[src/rtl/cpu_boot_ctrl_if.sv]
// Program-load stream between the test harness and cpu_boot_ctrl.
// A word transfers on any cycle where in_valid and in_ready are both high.
interface cpu_boot_ctrl_if;
  logic        in_valid;
  logic [15:0] in_data;
  logic        in_ready;

  modport master (output in_valid, output in_data, input in_ready);
  modport slave  (input in_valid, input in_data, output in_ready);
endinterface

[src/rtl/cpu_boot_ctrl.sv]
// Boot sequencer for the 16-bit CPU: streams a program into imem, pulses clear, then runs to HLT or a cycle limit.
// Optional single-step support is compiled in with `define CPU_BOOT_STEP_EN.
module cpu_boot_ctrl #(
  parameter int RST_CYCLES = 2,
  parameter int CNT_W      = 16
) (
  input  logic             CLK,
  input  logic             CLR,
  input  logic             load_start,
  input  logic [8:0]       load_len,
  input  logic             run_start,
  cpu_boot_ctrl_if.slave   in_if,
  input  logic [CNT_W-1:0] cycle_limit,
  input  logic             cpu_hlt,
`ifdef CPU_BOOT_STEP_EN
  input  logic             step_mode,
  input  logic             step_req,
`endif
  output logic             cpu_clr_n,
  output logic             cpu_pc_en,
  output logic             cpu_instr2mem_en,
  output logic             cpu_imem_en,
  output logic [15:0]      cpu_instr_addr,
  output logic [15:0]      cpu_instr_in,
  output logic             busy,
  output logic             done,
  output logic             timeout,
  output logic [CNT_W-1:0] cycles
);

  localparam int RC_W = (RST_CYCLES > 1) ? $clog2(RST_CYCLES) : 1;

  typedef enum logic [2:0] {S_IDLE, S_LOAD, S_CRST, S_RUN, S_DONE} state_t;

  state_t           state, state_nxt;
  logic [8:0]       len;
  logic [7:0]       wr_ptr;
  logic [RC_W-1:0]  rst_cnt;
  logic [CNT_W-1:0] limit_q;

  logic idle_like, start_load, start_run, accept, last_word, adv, hit_limit, crst_last;
  logic step_mode_q, step_pulse;
  logic clr_n_d, pc_en_d, i2m_d, busy_d, done_d;

`ifdef CPU_BOOT_STEP_EN
  logic step_q;
  always_ff @(posedge CLK) begin
    if (CLR) begin
      step_q      <= 1'b0;
      step_mode_q <= 1'b0;
    end else begin
      step_q <= step_req;
      if (state_nxt == S_CRST && state != S_CRST) step_mode_q <= step_mode;
    end
  end
  assign step_pulse = step_req & ~step_q;
`else
  assign step_mode_q = 1'b0;
  assign step_pulse  = 1'b0;
`endif

  assign idle_like  = (state == S_IDLE) || (state == S_DONE);
  assign start_load = idle_like && load_start && (load_len != 9'd0);
  assign start_run  = idle_like && run_start && !start_load;
  assign accept     = (state == S_LOAD) && in_if.in_valid && !CLR;
  assign last_word  = (({1'b0, wr_ptr} + 9'd1) == len);
  // cpu_pc_en marks the cycles the CPU actually advances; only those count
  assign adv        = (state == S_RUN) && cpu_pc_en;
  assign hit_limit  = (limit_q != '0) && (cycles == limit_q - CNT_W'(1));
  assign crst_last  = (rst_cnt == RC_W'(RST_CYCLES - 1));

  // Write path is combinational so a word lands on the edge that accepts it
  assign in_if.in_ready = (state == S_LOAD) && !CLR;
  assign cpu_imem_en    = accept;
  assign cpu_instr_in   = in_if.in_data;
  assign cpu_instr_addr = {8'b0, wr_ptr};

  always_ff @(posedge CLK) begin
    if (CLR) state <= S_IDLE;
    else     state <= state_nxt;
  end

  always_comb begin
    state_nxt = state;
    case (state)
      S_IDLE, S_DONE: begin
        if (start_load)     state_nxt = S_LOAD;
        else if (start_run) state_nxt = S_CRST;
      end
      S_LOAD: if (accept && last_word)            state_nxt = S_CRST;
      S_CRST: if (crst_last)                      state_nxt = S_RUN;
      S_RUN:  if (adv && (cpu_hlt || hit_limit))  state_nxt = S_DONE;
      default:                                    state_nxt = S_IDLE;
    endcase
  end

  // Outputs are decoded from the next state and registered
  always_comb begin
    clr_n_d = (state_nxt == S_RUN) || (state_nxt == S_DONE);
    pc_en_d = (state_nxt == S_RUN) && (!step_mode_q || step_pulse);
    i2m_d   = (state_nxt == S_LOAD);
    busy_d  = !((state_nxt == S_IDLE) || (state_nxt == S_DONE));
    done_d  = (state_nxt == S_DONE);
  end

  always_ff @(posedge CLK) begin
    if (CLR) begin
      cpu_clr_n        <= 1'b0;
      cpu_pc_en        <= 1'b0;
      cpu_instr2mem_en <= 1'b0;
      busy             <= 1'b0;
      done             <= 1'b0;
      timeout          <= 1'b0;
      cycles           <= '0;
      len              <= '0;
      wr_ptr           <= '0;
      rst_cnt          <= '0;
      limit_q          <= '0;
    end else begin
      cpu_clr_n        <= clr_n_d;
      cpu_pc_en        <= pc_en_d;
      cpu_instr2mem_en <= i2m_d;
      busy             <= busy_d;
      done             <= done_d;

      if (start_load) begin
        len    <= (load_len > 9'd256) ? 9'd256 : load_len;
        wr_ptr <= '0;
      end else if (accept) begin
        wr_ptr <= wr_ptr + 8'd1;
      end

      rst_cnt <= (state == S_CRST) ? rst_cnt + RC_W'(1) : '0;
      if (state_nxt == S_CRST && state != S_CRST) limit_q <= cycle_limit;

      if (start_load || start_run) begin
        cycles  <= '0;
        timeout <= 1'b0;
      end else begin
        if (adv && cycles != '1) cycles <= cycles + CNT_W'(1);
        // HLT has priority over the limit in the same cycle
        if (state == S_RUN && state_nxt == S_DONE) timeout <= !cpu_hlt;
      end
    end
  end

endmodule

[src/flat_wrapper.sv]
// flat-port wrapper written by rule: the top's interface ports become plain ports
module cpu_boot_ctrl_flat 
#(
  parameter int RST_CYCLES = 2,
  parameter int CNT_W      = 16
)
  (CLK, CLR, load_start, load_len, run_start, cycle_limit, cpu_hlt, cpu_clr_n, cpu_pc_en, cpu_instr2mem_en, cpu_imem_en, cpu_instr_addr, cpu_instr_in, busy, done, timeout, cycles, in_if_in_valid, in_if_in_data, in_if_in_ready);
  cpu_boot_ctrl_if in_if_i ();
  input  logic CLK;
  input  logic CLR;
  input  logic load_start;
  input  logic [8:0] load_len;
  input  logic run_start;
  input  logic [CNT_W-1:0] cycle_limit;
  input  logic cpu_hlt;
  output logic cpu_clr_n;
  output logic cpu_pc_en;
  output logic cpu_instr2mem_en;
  output logic cpu_imem_en;
  output logic [15:0] cpu_instr_addr;
  output logic [15:0] cpu_instr_in;
  output logic busy;
  output logic done;
  output logic timeout;
  output logic [CNT_W-1:0] cycles;
  input wire logic [$bits(in_if_i.in_valid)-1:0] in_if_in_valid;
  input wire logic [$bits(in_if_i.in_data)-1:0] in_if_in_data;
  output wire logic [$bits(in_if_i.in_ready)-1:0] in_if_in_ready;
  assign in_if_i.in_valid = in_if_in_valid;
  assign in_if_i.in_data = in_if_in_data;
  assign in_if_in_ready = in_if_i.in_ready;
  cpu_boot_ctrl #(.RST_CYCLES(RST_CYCLES), .CNT_W(CNT_W)) u_core (.CLK(CLK), .CLR(CLR), .load_start(load_start), .load_len(load_len), .run_start(run_start), .in_if(in_if_i), .cycle_limit(cycle_limit), .cpu_hlt(cpu_hlt), .cpu_clr_n(cpu_clr_n), .cpu_pc_en(cpu_pc_en), .cpu_instr2mem_en(cpu_instr2mem_en), .cpu_imem_en(cpu_imem_en), .cpu_instr_addr(cpu_instr_addr), .cpu_instr_in(cpu_instr_in), .busy(busy), .done(done), .timeout(timeout), .cycles(cycles));
endmodule
[config.mk]
export PLATFORM = sky130hd
export DESIGN_NAME = cpu_boot_ctrl_flat
export DESIGN_NICKNAME = d
export VERILOG_FILES = /design/src/rtl/cpu_boot_ctrl_if.sv /design/src/rtl/cpu_boot_ctrl.sv /design/src/flat_wrapper.sv
export SDC_FILE = /design/constraint.sdc
export NUM_CORES = 1
export LEC_CHECK = 0
export BUFFER_PORTS_ARGS = -buffer_cell sky130_fd_sc_hd__buf_2
export CAP_MARGIN = 40
export CORE_UTILIZATION = 52
export CTS_BUF_LIST = sky130_fd_sc_hd__clkbuf_8 sky130_fd_sc_hd__clkbuf_16
export CTS_CLUSTER_SIZE = 8
export DETAILED_ROUTE_END_ITERATION = 16
export PLACE_DENSITY = 0.89
export SLEW_MARGIN = 20
export SYNTH_ARGS = -nofsm -noshare
export SYNTH_HDL_FRONTEND = slang
export SYNTH_SLANG_ARGS = --single-unit
[constraint.sdc]
create_clock -name CLK -period 3.2 [get_ports CLK]
set_clock_uncertainty 0.2 [all_clocks]
set_input_delay 0.16 -clock CLK [delete_from_list [all_inputs] [get_ports CLK]]
set_output_delay 0.16 -clock CLK [all_outputs]
set_load 0.1 [all_outputs]
* Yosys cells after proc, flatten, opt, wreduce, memory -nomap -nowiden *
Index checks and enable logic that the tools add are counted.

cells by class
  $add $sub $neg = 5
  $mul = 0
  div/mod/pow operators = 0
  $lt $le $gt $ge = 1
  equality and inequality tests = 12
  shifts and indexed selects = 0
  muxes and demuxes = 7
  bitwise gates (word level) = 1
  reductions and logical operators = 31

operators with widths
  cell                   count
  $add 16x1->16 const B  1
  $eq 16x16->1           1
  $ne 16x16->1 const B   1
  $reduce_bool 16->1     1
  $sub 16x1->16 const B  1
  $mux 3                 5
  $logic_and 1x1->1      14
  $eq 3x2->1 const B     4
  $pmux 3 s4             1
  $add 8x1->9 const B    1
  $eq 9x9->1             1
  $gt 9x9->1 const B     1
  $mux 9                 1
  $reduce_bool 9->1      1
  $add 8x1->8 const B    1
  $reduce_or 2->1        4
  $eq 3x1->1 const B     2
  $eq 3x3->1 const B     2
  $logic_not 3->1        2
  $logic_or 1x1->1       5
  $logic_not 1->1        4
  $ne 3x2->1 const B     1
  $add 1x1->1 const B    1
  $not 1->1              1

storage, ports and cells
  register bits after elaboration = 59
  latch bits = 0
  memory bits (writable) = 0
  bits in read-only memories = 0
  bits of input ports = 47
  output and inout bits = 56
  logic and storage cells = 69
  memories kept = 0

* Depth between registers and ports, before layout *
Gate-level depths: netlist of the first run.

  depth in word-level cells = 12
  gate-level depth with buffers = 11
  gate-level depth less buffers = 10

* Worst setup path before layout of the first run *
OpenSTA, ideal clock, no wires.

  kind = register to register
  start point = register u_core.wr_ptr[6]
  end point = register u_core.limit_q[0]
  library setup time = 0.128 ns
  data arrival time = 3.104 ns
  required time = 2.872 ns
  slack = -0.231 ns
  stages on the path, launching flop included = 12
  path buffers = 3
  clock period less this slack = 3.431 ns
  path through = dfxtp_1 buf_2 or4b_1 a211o_1 o311ai_0 a21oi_1 nor4_2 a31o_2 clkbuf_8 buf_6 mux2i_1 nor2_1

on the way
  longest elaborated chain between the ends = 7

ends and longest elaborated chain
  what                      RTL line              source
  start: declaration        cpu_boot_ctrl.sv:37   logic [7:0] wr_ptr;
  start signal: assignment  cpu_boot_ctrl.sv:130  wr_ptr <= wr_ptr + 8'd1;
  $add 8x1->9               cpu_boot_ctrl.sv:66   assign last_word = (({1'b0, wr_ptr} + 9'd1) == len);
  $eq 9x9->1                cpu_boot_ctrl.sv:66
  $logic_and 1x1->1         cpu_boot_ctrl.sv:90   S_LOAD: if (accept && last_word) state_nxt = S_CRST;
  $mux 3                    cpu_boot_ctrl.sv:90
  $pmux 3 s4                cpu_boot_ctrl.sv:85   case (state)
  $eq 3x2->1                cpu_boot_ctrl.sv:134  if (state_nxt == S_CRST && state != S_CRST) limit_q <= cycle_limit;
  $logic_and 1x1->1         cpu_boot_ctrl.sv:134
  end signal: assignment    cpu_boot_ctrl.sv:134
  end: declaration          cpu_boot_ctrl.sv:39   logic [CNT_W-1:0] limit_q;

Every way passes these cells.
A chain may end at the register's enable or synchronous reset.

* Worst setup path after layout of the first run *
  start point = register u_core.limit_q[0]
  end point = register u_core.busy

on the way
  longest elaborated chain between the ends = 10
  elaborated cells between the ends (all ways) = 12
  those cells by class = 1 x add/sub; 2 x eq/ne; 2 x mux; 7 x reduce/logical

ends and longest elaborated chain
  what                                           RTL line              source
  $sub 16x1->16                                  cpu_boot_ctrl.sv:69   assign hit_limit = (limit_q != '0) && (cycles == limit_q - CNT_W'(1));
  $eq 16x16->1                                   cpu_boot_ctrl.sv:69
  $logic_and 1x1->1 (*)                          cpu_boot_ctrl.sv:69
  $logic_or 1x1->1 (*)                           cpu_boot_ctrl.sv:92   S_RUN: if (adv && (cpu_hlt || hit_limit)) state_nxt = S_DONE;
  $logic_and 1x1->1 (*)                          cpu_boot_ctrl.sv:92
  $mux 3 (*)                                     cpu_boot_ctrl.sv:92
  $pmux 3 s4 (*)                                 cpu_boot_ctrl.sv:85
  $eq 3x3->1 or $logic_not 3->1 (tied branches)  cpu_boot_ctrl.sv:102  busy_d = !((state_nxt == S_IDLE) || (state_nxt == S_DONE));
  $logic_or 1x1->1 (*)                           cpu_boot_ctrl.sv:102
  $logic_not 1->1 (*)                            cpu_boot_ctrl.sv:102
  end signal: assignment                         cpu_boot_ctrl.sv:123  busy <= busy_d;
  end: declaration                               cpu_boot_ctrl.sv:25   output logic busy,

Mark *: on every way between the ends. The rest lies on a longest branch, timed or not.

==> results.sh, run 1 <==
export IMPL_outcome="complete, no violations"
export IMPL_drt_total_wl_um=8580
export IMPL_stdcell_area_mm2=0.00413
export IMPL_die_w_um=83.0
export IMPL_io_pins=103
export IMPL_clkTransAtPathRegs_ps=70
export IMPL_clock_sinks=59
export IMPL_core_area_mm2=0.00635
export IMPL_p_sw_frac=0.288
export IMPL_fin_crit_ps=3060
export IMPL_p_int_uw=1540
export IMPL_area_growth_pct=21.2
export IMPL_synth_distinct_cells=59
export IMPL_synthesis_area_mm2=0.00341
export IMPL_cp_end_kind="flop"
export IMPL_regToRegStartpoint="u_core.limit_q[0]"
export IMPL_whs_path_depth=4
export IMPL_synthArstFlopShare=0
export IMPL_power_switching_uw=624
export IMPL_worstReg2RegEnd="u_core.busy"
export IMPL_postCtsSetupBuffers=0
export IMPL_insertion_delay_ps=350
export IMPL_clockPowerShare=0.431
export IMPL_cp_start_kind="flop"
export IMPL_reg2reg_slack_ps=140
export IMPL_track_usage=0.252
export IMPL_setup_viol=0
export IMPL_hp_class="in2reg"
export IMPL_ant_nets=0
export IMPL_drt_pass1_iter_count=5
export IMPL_cp_cell_sequence="inv_1 > ha_2 > or4b_4 > nor4_4 > xnor2_1 > a2111oi_2 > nor4b_4 > o211ai_1 > a21oi_2 > o21ai_1"
export IMPL_worst_path_max_fanout=8
export IMPL_place_area_mm2=0.00358
export IMPL_grt_pass1_vias=2897
export IMPL_worst_ep_required_time_ps=3220
export IMPL_wl_per_cell_um=16.0
export IMPL_hold_viol_final=0
export IMPL_slew_headroom=0.490
export IMPL_syn_area_per_cell_um2=8.90
export IMPL_drc_errors=0
export IMPL_antennaDiodeCount=0
export IMPL_path_class="reg2reg"
export IMPL_antenna_found_initial=0
export IMPL_synth_seq_cells=59
export IMPL_power_frac_seq=0.369
export IMPL_synthCells=383
export IMPL_die_h_um=83.0
export IMPL_powerDensity_mw_per_mm2=524
export IMPL_via_per_inst=5.78
export IMPL_vias=3090
export IMPL_rows=29
export IMPL_cts_max_path_buffers=2
export IMPL_root_buffer="clkbuf_8"
export IMPL_comb_power_share=0.200
export IMPL_drtIter0Drc=178
export IMPL_io_buffers=62
export IMPL_finalCritPeriodShare=0.957
export IMPL_cts_buffers=9
export IMPL_tns_ps=0
export IMPL_die_area_mm2=0.00688
export IMPL_grt_max_degree=31
export IMPL_rsz0062_at_grt="false"
export IMPL_grt_pass1_wl_um=13800
export IMPL_fmax_ghz=0.327
export IMPL_drv_cap=0
export IMPL_path_delay_family="simple AND/OR/NAND/NOR gates"
export IMPL_tightest_slew_ps=758
export IMPL_dp_hpwl_um=5590
export IMPL_routabilityCongestion=0.952
export IMPL_tritoncts="built"
export IMPL_critical_path_slowest_cell="or4b_4"
export IMPL_drive_above_1_share=0.227
export IMPL_h_tree_depth=3
export IMPL_reg2reg_depth=10
export IMPL_worstHoldEndpoint="u_core.len[6]"
export IMPL_yosysWarnings=0
export IMPL_start_util=0.537
export IMPL_grt_overflow=0
export IMPL_ir_drop_mv=0.375
export IMPL_leakagePower_uw=0.00171
export IMPL_slew_viol_final=0
export IMPL_critical_path_arrival_ps=3080
export IMPL_max_stage_delay_ps=520
export IMPL_min_from="load_len[6]"
export IMPL_synth_edf_count=0
export IMPL_yosysSeqAreaShare=0.347
export IMPL_num_nets_final=504
export IMPL_synth_ff_type="dfxtp_1"
export IMPL_path_buf_inv=1
[worst min-delay path: stages]
cell and delay (ps):
buf_2 110, nor3b_1 130, a21oi_1 110, nor2_1 40
[stage by stage]
stage / setup WS (ps) / util / std cells / hold WS (ps) / total power [uW]
global placement: 280 / 0.563 / 492 / 121 / 1190
detailed placement: 97.0 / 0.563 / 492 / 121 / 1200
global route: 3.19 / 0.651 / 535 / 61.5 / 2230
CTS: 70.8 / 0.649 / 535 / 37.4 / 2150
floorplan: 8.19 / - / 390 / 56.6 / 1230
finish: 137 / 0.651 / 535 / 50.3 / 2170
[layer usage]
metal,share of wire,GRT usage,up-vias
met4,0.028,0.130,0
li1,-,-,1460
met1,0.41,0.300,1453
met5,0,0,-
met2,0.50,0.429,153
met3,0.063,0.0517,24
[repair_timing]
action                                 CTS  global route
hold buffers                            27             0
setup endpoints to repair                0             6
resized for setup                        0             3
endpoints found under the hold margin   26             0
[registers in the layout, summed over array words and instances, names as in the netlist]
| signal | count |
|---|---|
| u_core.busy | 1 |
| u_core.wr_ptr | 8 |
| u_core.timeout | 1 |
| u_core.cpu_clr_n | 1 |
| u_core.cycles | 16 |
| u_core.crst_last | 1 |
| u_core.cpu_pc_en | 1 |
| u_core.done | 1 |
| u_core.len | 9 |
| u_core.cpu_instr2mem_en | 1 |
| u_core.limit_q | 16 |
| u_core.state | 3 |
[placed cells by master (no fill, tap or decap), drive strengths merged, types with 7 or more instances in the layout]
cell type,Yosys,routed
clkbuf,9,10
nor4,8,8
buf,34,68
xor2,30,30
mux2i,19,19
nand4,8,8
xnor2,20,20
nor3,9,9
conb,1,8
o21ai,7,7
nor2,55,55
dlygate4sd3,0,27
nand3,9,9
nand2,20,20
dfxtp,59,59
a21oi,11,11
[power groups by stage]
stage / combinational [uW] / clock [uW] / sequential (uW)
3_5_place_dp: 388 / 0 / 812
2_1_floorplan: 384 / 0 / 849
5_1_grt: 459 / 972 / 802
3_3_place_gp: 379 / 0 / 811
6_report: 433 / 934 / 799
4_1_cts: 418 / 941 / 796
[worst max-delay path by stage]
stage / start / endpoint / slack, ps / cells past startpoint
final: u_core.limit_q[0] / u_core.busy / 140 / 10
after global routing: u_core.limit_q[0] / u_core.busy / 3 / 10
after CTS: u_core.limit_q[0] / u_core.busy / 70 / 10
after detailed placement: u_core.limit_q[0] / u_core.busy / 100 / 10
after global placement: u_core.limit_q[0] / u_core.busy / 280 / 10
after floorplan: u_core.wr_ptr[2] / u_core.limit_q[0] / 8 / 11
[logic make-up (layout without fill, tap and decap cells)]
kind of cell / after synthesis / after routing / share of synthesized area
AOI/OAI and AO/OA: 53 / 53 / 0.114
xor gates and xnor gates: 50 / 50 / 0.128
adders and majority gates: 4 / 4 / 0.0147
buffers and inverters: 47 / 115 / 0.0969
DFF: 59 / 59 / 0.347
muxes: 19 / 19 / 0.0558
other: 1 / 8 / 0.00110
and+or+nand+nor: 150 / 150 / 0.243
[Yosys cell counts, types with 6 or more instances]
cell type	instances	area share
dfxtp_1	59	0.35
nor2_1	55	0.061
xor2_1	30	0.077
buf_4	26	0.057
nand2_1	20	0.022
xnor2_1	20	0.051
mux2i_1	19	0.056
a21oi_1	9	0.013
nand3_1	9	0.013
nor3_1	9	0.013
nand4_1	8	0.015
a22o_1	6	0.015
clkbuf_1	6	0.0066
nand2b_1	6	0.011
nor3b_1	6	0.013
nor4_1	6	0.011
[layout make-up]
| class | instances | area (um^2) |
|---|---|---|
| Fill cell | 508 | 2220 |
| Multi-Input combinational cell | 284 | 1930 |
| Sequential cell | 59 | 1190 |
| Timing Repair Buffer | 95 | 626 |
| Clock buffer | 10 | 138 |
| Clock inverter | 6 | 136 |
| Tap cell | 77 | 96.3 |
| Inverter | 4 | 15.0 |
(Power assumes the default switching activity.)
==> run 2: changes to the inputs <==
--- a/config.mk
+++ b/config.mk
@@ -7,11 +7,13 @@
 export LEC_CHECK = 0
 export BUFFER_PORTS_ARGS = -buffer_cell sky130_fd_sc_hd__buf_2
 export CAP_MARGIN = 40
+export CORE_ASPECT_RATIO = 2
 export CORE_UTILIZATION = 52
 export CTS_BUF_LIST = sky130_fd_sc_hd__clkbuf_8 sky130_fd_sc_hd__clkbuf_16
 export CTS_CLUSTER_SIZE = 8
 export DETAILED_ROUTE_END_ITERATION = 16
 export PLACE_DENSITY = 0.89
+export RECOVER_POWER = 25
 export SLEW_MARGIN = 20
 export SYNTH_ARGS = -nofsm -noshare
 export SYNTH_HDL_FRONTEND = slang
==> run 2 against run 1 <==
Flip-flop and latch count is the same; highest routed layer unchanged; routed wire length rose by 5.5%; sequential share of layout area down 0.50 points; largest cell class unchanged; global-route usage up 3.3 points; clock-buffer cell count is 1 higher.
==> results.sh, run 2 (synthesis results as in run 1) <==
export IMPL_root_buffer="clkbuf_16"
export IMPL_routabilityCongestion=0.958
export IMPL_setup_viol=0
export IMPL_regToRegStartpoint="u_core.limit_q[0]"
export IMPL_fmax_ghz=0.347
export IMPL_slew_headroom=0.216
export IMPL_stdcell_count=550
export IMPL_finalCritPeriodShare=0.901
export IMPL_start_util=0.540
export IMPL_grt_pass1_vias=3133
export IMPL_hold_viol_final=0
export IMPL_tritoncts="built"
export IMPL_reg_top3="u_core.cycles: 16 flops, u_core.limit_q: 16 flops, u_core.len: 9 flops"
export IMPL_antenna_found_initial=0
export IMPL_postCtsSetupBuffers=0
export IMPL_worst_hold_slack_ps=23.1
export IMPL_tightest_slew_ps=1180
export IMPL_drt_total_wl_um=9050
export IMPL_cp_end_kind="flop"
export IMPL_wl_per_cell_um=16.5
export IMPL_critical_path_arrival_ps=2880
export IMPL_antennaDiodeCount=0
export IMPL_area_growth_pct=23.3
export IMPL_die_w_um=59.2
export IMPL_worst_ep_required_time_ps=3200
export IMPL_insertion_delay_ps=340
export IMPL_reg2reg_depth=10
export IMPL_h_tree_depth=3
export IMPL_drc_errors=0
export IMPL_die_area_mm2=0.00690
export IMPL_ff_latch_area_mm2=0.00119
export IMPL_total_power_uw=2200
export IMPL_multi_input_area_mm2=0.00193
export IMPL_worst_path_max_fanout=7
export IMPL_clkTransAtPathRegs_ps=50
export IMPL_core_area_mm2=0.00631
export IMPL_cts_max_path_buffers=2
export IMPL_leakagePower_uw=0.00173
export IMPL_hp_class="in2reg"
export IMPL_path_class="reg2reg"
export IMPL_worstHoldEndpoint="u_core.len[2]"
export IMPL_io_pins=103
export IMPL_slew_viol_final=0
export IMPL_drt_pass1_iter_count=5
export IMPL_cp_start_kind="flop"
export IMPL_die_h_um=116
export IMPL_outcome="complete, no violations"
export IMPL_worstReg2RegEnd="u_core.cpu_instr2mem_en"
export IMPL_cts_buffers=9
export IMPL_dp_cells=509
export IMPL_tns_ps=0
export IMPL_grt_overflow=0
export IMPL_min_from="load_len[8]"
export IMPL_ant_nets=0
export IMPL_postLayoutCoreUtil=0.666
export IMPL_drtIter0Drc=198
export IMPL_track_usage=0.286
export IMPL_io_buffers=62
export IMPL_whs_path_depth=4
export IMPL_grt_max_degree=30
export IMPL_most_common_layout_cells="55 x nor2_1, 55 x dfxtp_1, 53 x buf_2"
export IMPL_via_per_inst=5.71
export IMPL_clock_sinks=59
export IMPL_drv_cap=0
export IMPL_drive_above_1_share=0.209
export IMPL_nFillCells=478
export IMPL_vias=3139
export IMPL_grt_pass1_wl_um=14500
export IMPL_num_nets_final=511
export IMPL_powerDensity_mw_per_mm2=523
export IMPL_fin_crit_ps=2880
export IMPL_rows=41
export IMPL_rsz0062_at_grt="false"
export IMPL_ir_drop_mv=0.450
export IMPL_reg2reg_slack_ps=320
export IMPL_dp_hpwl_um=6280
run 2: cell types whose count changed in the layout (fill, tap and decap cells not counted), moves of 2 or more:
| cell | before | now |
|---|---|---|
| buf_2 | 62 | 53 |
| buf_4 | 6 | 12 |
| bufinv_16 | 4 | 1 |
| clkbuf_1 | 0 | 10 |
| clkbuf_16 | 0 | 9 |
| clkbuf_8 | 10 | 2 |
| inv_1 | 4 | 6 |
run 2: stage by stage:
stage | instance area (um^2) | setup slack, ps
floorplan | 3440 | 8.19
global placement | 3660 | 386
detailed placement | 3660 | 286
CTS | 4220 | 277
global route | 4200 | 33.1
finish | 4200 | 317
run 2: what timing repair did:
| action | CTS | global route |
|---|---|---|
| endpoints found under the hold margin | 24 | 0 |
| endpoints found under the setup margin | 0 | 3 |
| gates resized for setup | 0 | 1 |
| hold buffers | 26 | 0 |
run 2: worst max path at each step:
stage | startpoint | to | slack, ps | depth (start not counted)
3_3_place_gp | u_core.limit_q[0] | u_core.cpu_instr2mem_en | 390 | 10
4_1_cts | u_core.limit_q[0] | u_core.cpu_clr_n | 280 | 10
2_1_floorplan | u_core.wr_ptr[2] | u_core.limit_q[0] | 8 | 11
3_5_place_dp | u_core.limit_q[0] | u_core.cpu_clr_n | 290 | 10
6_report | u_core.limit_q[0] | u_core.cpu_instr2mem_en | 320 | 10
5_1_grt | u_core.limit_q[0] | u_core.cpu_clr_n | 30 | 10
run 2: where the power goes:
group	switching (uW)	internal [uW]	leakage, uW	total, uW
Sequential	32.1	764	0.000481	797
Combinational	278	172	0.00109	450
Clock	322	632	0.000154	953
run 2: critical path, stage by stage (launching register included):
cell       delay (ps)
dfxtp_1           360
inv_1             100
ha_1              160
buf_4             150
nand2_1            50
or4_2             560
a2111oi_2         380
nor4b_4           340
nor2_1            110
o21bai_2          240
nor4b_1           110
run 2: final cells by class:
cell class / count / share of cell area
clock buffers: 11 / 0.0601
clock inverters: 4 / 0.0101
inverters: 4 / 0.00357
multi-input cells: 284 / 0.458
flip-flops and latches: 59 / 0.282
well taps: 86 / 0.0256
repair buffers: 102 / 0.160
run 2: metal layers:
layer | vias to the layer above | wire length (um) | GRT usage
met5 | - | 0 | 0
met4 | 0 | 327 | 0.175
met3 | 30 | 531 | 0.101
met2 | 132 | 5140 | 0.527
met1 | 1504 | 3050 | 0.252
li1 | 1473 | - | -
==> run 3: changes to the inputs <==
--- a/config.mk
+++ b/config.mk
@@ -6,13 +6,13 @@
 export NUM_CORES = 1
 export LEC_CHECK = 0
 export BUFFER_PORTS_ARGS = -buffer_cell sky130_fd_sc_hd__buf_2
-export CAP_MARGIN = 40
+export CAP_MARGIN = 20
 export CORE_ASPECT_RATIO = 2
-export CORE_UTILIZATION = 52
+export CORE_UTILIZATION = 51
 export CTS_BUF_LIST = sky130_fd_sc_hd__clkbuf_8 sky130_fd_sc_hd__clkbuf_16
 export CTS_CLUSTER_SIZE = 8
 export DETAILED_ROUTE_END_ITERATION = 16
-export PLACE_DENSITY = 0.89
+export PLACE_DENSITY = 0.87
 export RECOVER_POWER = 25
 export SLEW_MARGIN = 20
 export SYNTH_ARGS = -nofsm -noshare
==> run 3 against run 2 <==
Combinational power is 2% lower; clock-buffer cell count is 1 higher; core utilization is 1.1 points lower; flip-flop and latch count stayed put; sequential share of layout area is 0.25 points higher; cell count is 0.73% lower; sequential power hardly changed.
==> results.sh, run 3 (synthesis results as in run 1) <==
export IMPL_drive_above_1_share=0.209
export IMPL_clkTransAtPathRegs_ps=50
export IMPL_vias=3127
export IMPL_stdcell_area_mm2=0.00417
export IMPL_worstReg2RegEnd="u_core.busy"
export IMPL_leakagePower_uw=0.00170
export IMPL_io_buffers=62
export IMPL_fmax_ghz=0.327
export IMPL_cp_end_kind="flop"
export IMPL_antennaDiodeCount=0
export IMPL_path_class="reg2reg"
export IMPL_core_area_mm2=0.00636
export IMPL_cts_max_path_buffers=2
export IMPL_grt_pass1_vias=3085
export IMPL_die_h_um=118
export IMPL_max_stage_delay_ps=520
export IMPL_num_nets_final=507
export IMPL_drt_total_wl_um=8980
export IMPL_slew_headroom=0.217
export IMPL_critical_path_arrival_ps=3050
export IMPL_cp_cell_sequence="inv_1 > ha_2 > or4b_4 > nor4_4 > xnor2_1 > a2111oi_2 > nor4b_4 > o211ai_1 > a21oi_2 > o21ai_1"
export IMPL_grt_overflow=0
export IMPL_drt_pass1_iter_count=4
export IMPL_die_area_mm2=0.00703
export IMPL_drv_cap=0
export IMPL_routabilityCongestion=0.954
export IMPL_die_w_um=59.8
export IMPL_io_pins=103
export IMPL_area_growth_pct=22.2
export IMPL_wl_per_cell_um=16.4
export IMPL_finalCritPeriodShare=0.955
export IMPL_fin_ws_ps=144
export IMPL_grt_pass1_wl_um=14500
export IMPL_place_area_mm2=0.00362
export IMPL_dp_hpwl_um=6270
export IMPL_tightest_slew_ps=1180
export IMPL_worst_path_max_fanout=8
export IMPL_fin_crit_ps=3060
export IMPL_insertion_delay_ps=320
export IMPL_setup_viol=0
export IMPL_outcome="complete, no violations"
export IMPL_cts_buffers=9
export IMPL_regToRegStartpoint="u_core.limit_q[1]"
export IMPL_critical_path_slowest_cell="or4b_4"
export IMPL_reg2reg_slack_ps=140
export IMPL_slew_viol_final=0
export IMPL_dp_slack_ps=133
export IMPL_grt_max_degree=30
export IMPL_root_buffer="clkbuf_16"
export IMPL_powerDensity_mw_per_mm2=510
export IMPL_tritoncts="built"
export IMPL_h_tree_depth=3
export IMPL_worstHoldEndpoint="u_core.len[2]"
export IMPL_antenna_found_initial=0
export IMPL_hold_viol_final=0
export IMPL_whs_path_depth=4
export IMPL_most_common_layout_cells="55 x nor2_1, 55 x dfxtp_1, 53 x buf_2"
export IMPL_rows=41
export IMPL_ant_nets=0
export IMPL_reg2reg_depth=10
export IMPL_drc_errors=0
export IMPL_hp_class="in2reg"
export IMPL_drtIter0Drc=205
export IMPL_min_from="load_len[8]"
export IMPL_worst_ep_required_time_ps=3200
export IMPL_reg_top3="u_core.cycles: 16 flops, u_core.limit_q: 16 flops, u_core.len: 9 flops"
export IMPL_cp_start_kind="flop"
export IMPL_clock_sinks=59
export IMPL_ir_drop_mv=0.370
export IMPL_via_per_inst=5.73
export IMPL_track_usage=0.272
export IMPL_start_util=0.536
-- run 3: cell count changes in the layout (fill, tap and decap cells not counted), sizes merged --
cell | before | now
clkinv | 1 | 2
clkbuf | 21 | 22
inv | 6 | 5
buf | 66 | 62
bufinv | 1 | 0
-- run 3: area by class of cell --
type,count,area (um^2)
fill,548,2190
multi-input combinational,284,1930
sequential,59,1190
timing repair buffer,98,643
clock buffer,12,267
tap,86,108
inverter,4,15.0
clock inverter,3,13.8
-- run 3: routing by layer --
metal / GRT usage / vias to the layer above / part of all wire
met1: 0.266 / 1504 / 0.36
met2: 0.508 / 115 / 0.56
met4: 0.128 / 0 / 0.039
met3: 0.0516 / 35 / 0.040
met5: 0 / - / 0
li1: - / 1473 / -
-- run 3: how the worst max path moves through the flow --
| stage | start | endpoint | slack, ps |
|---|---|---|---|
| 6_report | u_core.limit_q[1] | u_core.busy | 140 |
| 4_1_cts | u_core.limit_q[1] | u_core.cpu_clr_n | 110 |
| 2_1_floorplan | u_core.wr_ptr[2] | u_core.limit_q[0] | 8 |
| 5_1_grt | u_core.limit_q[1] | u_core.cpu_instr2mem_en | -40 |
| 3_5_place_dp | u_core.limit_q[1] | u_core.cpu_clr_n | 130 |
| 3_3_place_gp | u_core.limit_q[1] | u_core.busy | 290 |
-- run 3: critical path: cells and delay by family (launching register included) --
| family | cells | cell delay (ps) |
|---|---|---|
| flops | 1 | 340 |
| xor+xnor | 1 | 130 |
| fa+ha+maj | 1 | 250 |
| simple gates | 3 | 1070 |
| buf+inv | 1 | 100 |
| compound gates | 4 | 850 |
-- run 3: what timing repair did --
action	4_1_cts	5_1_grt
endpoints found under the hold margin	24	0
hold buffers	26	0
setup buffers	0	1
gates resized for setup	0	3
setup endpoints to repair	0	6
-- run 3: power by group --
group	internal (uW)	switching [uW]	total, uW
logic	164	277	441
clock network	576	308	884
registers	764	35.7	800
-- run 3: stage by stage --
| step | total power [uW] | setup TNS (ps) | instances | util | hold WS, ps |
|---|---|---|---|---|---|
| after floorplan | 1230 | 0 | 390 | - | 56.6 |
| after CTS | 2130 | 0 | 545 | 0.654 | 32.9 |
| after global routing | 2200 | -135 | 546 | 0.655 | 74.3 |
| after detailed placement | 1220 | 0 | 504 | 0.569 | 121 |
| final | 2130 | 0 | 546 | 0.655 | 72.9 |
| after global placement | 1200 | 0 | 504 | 0.569 | 121 |
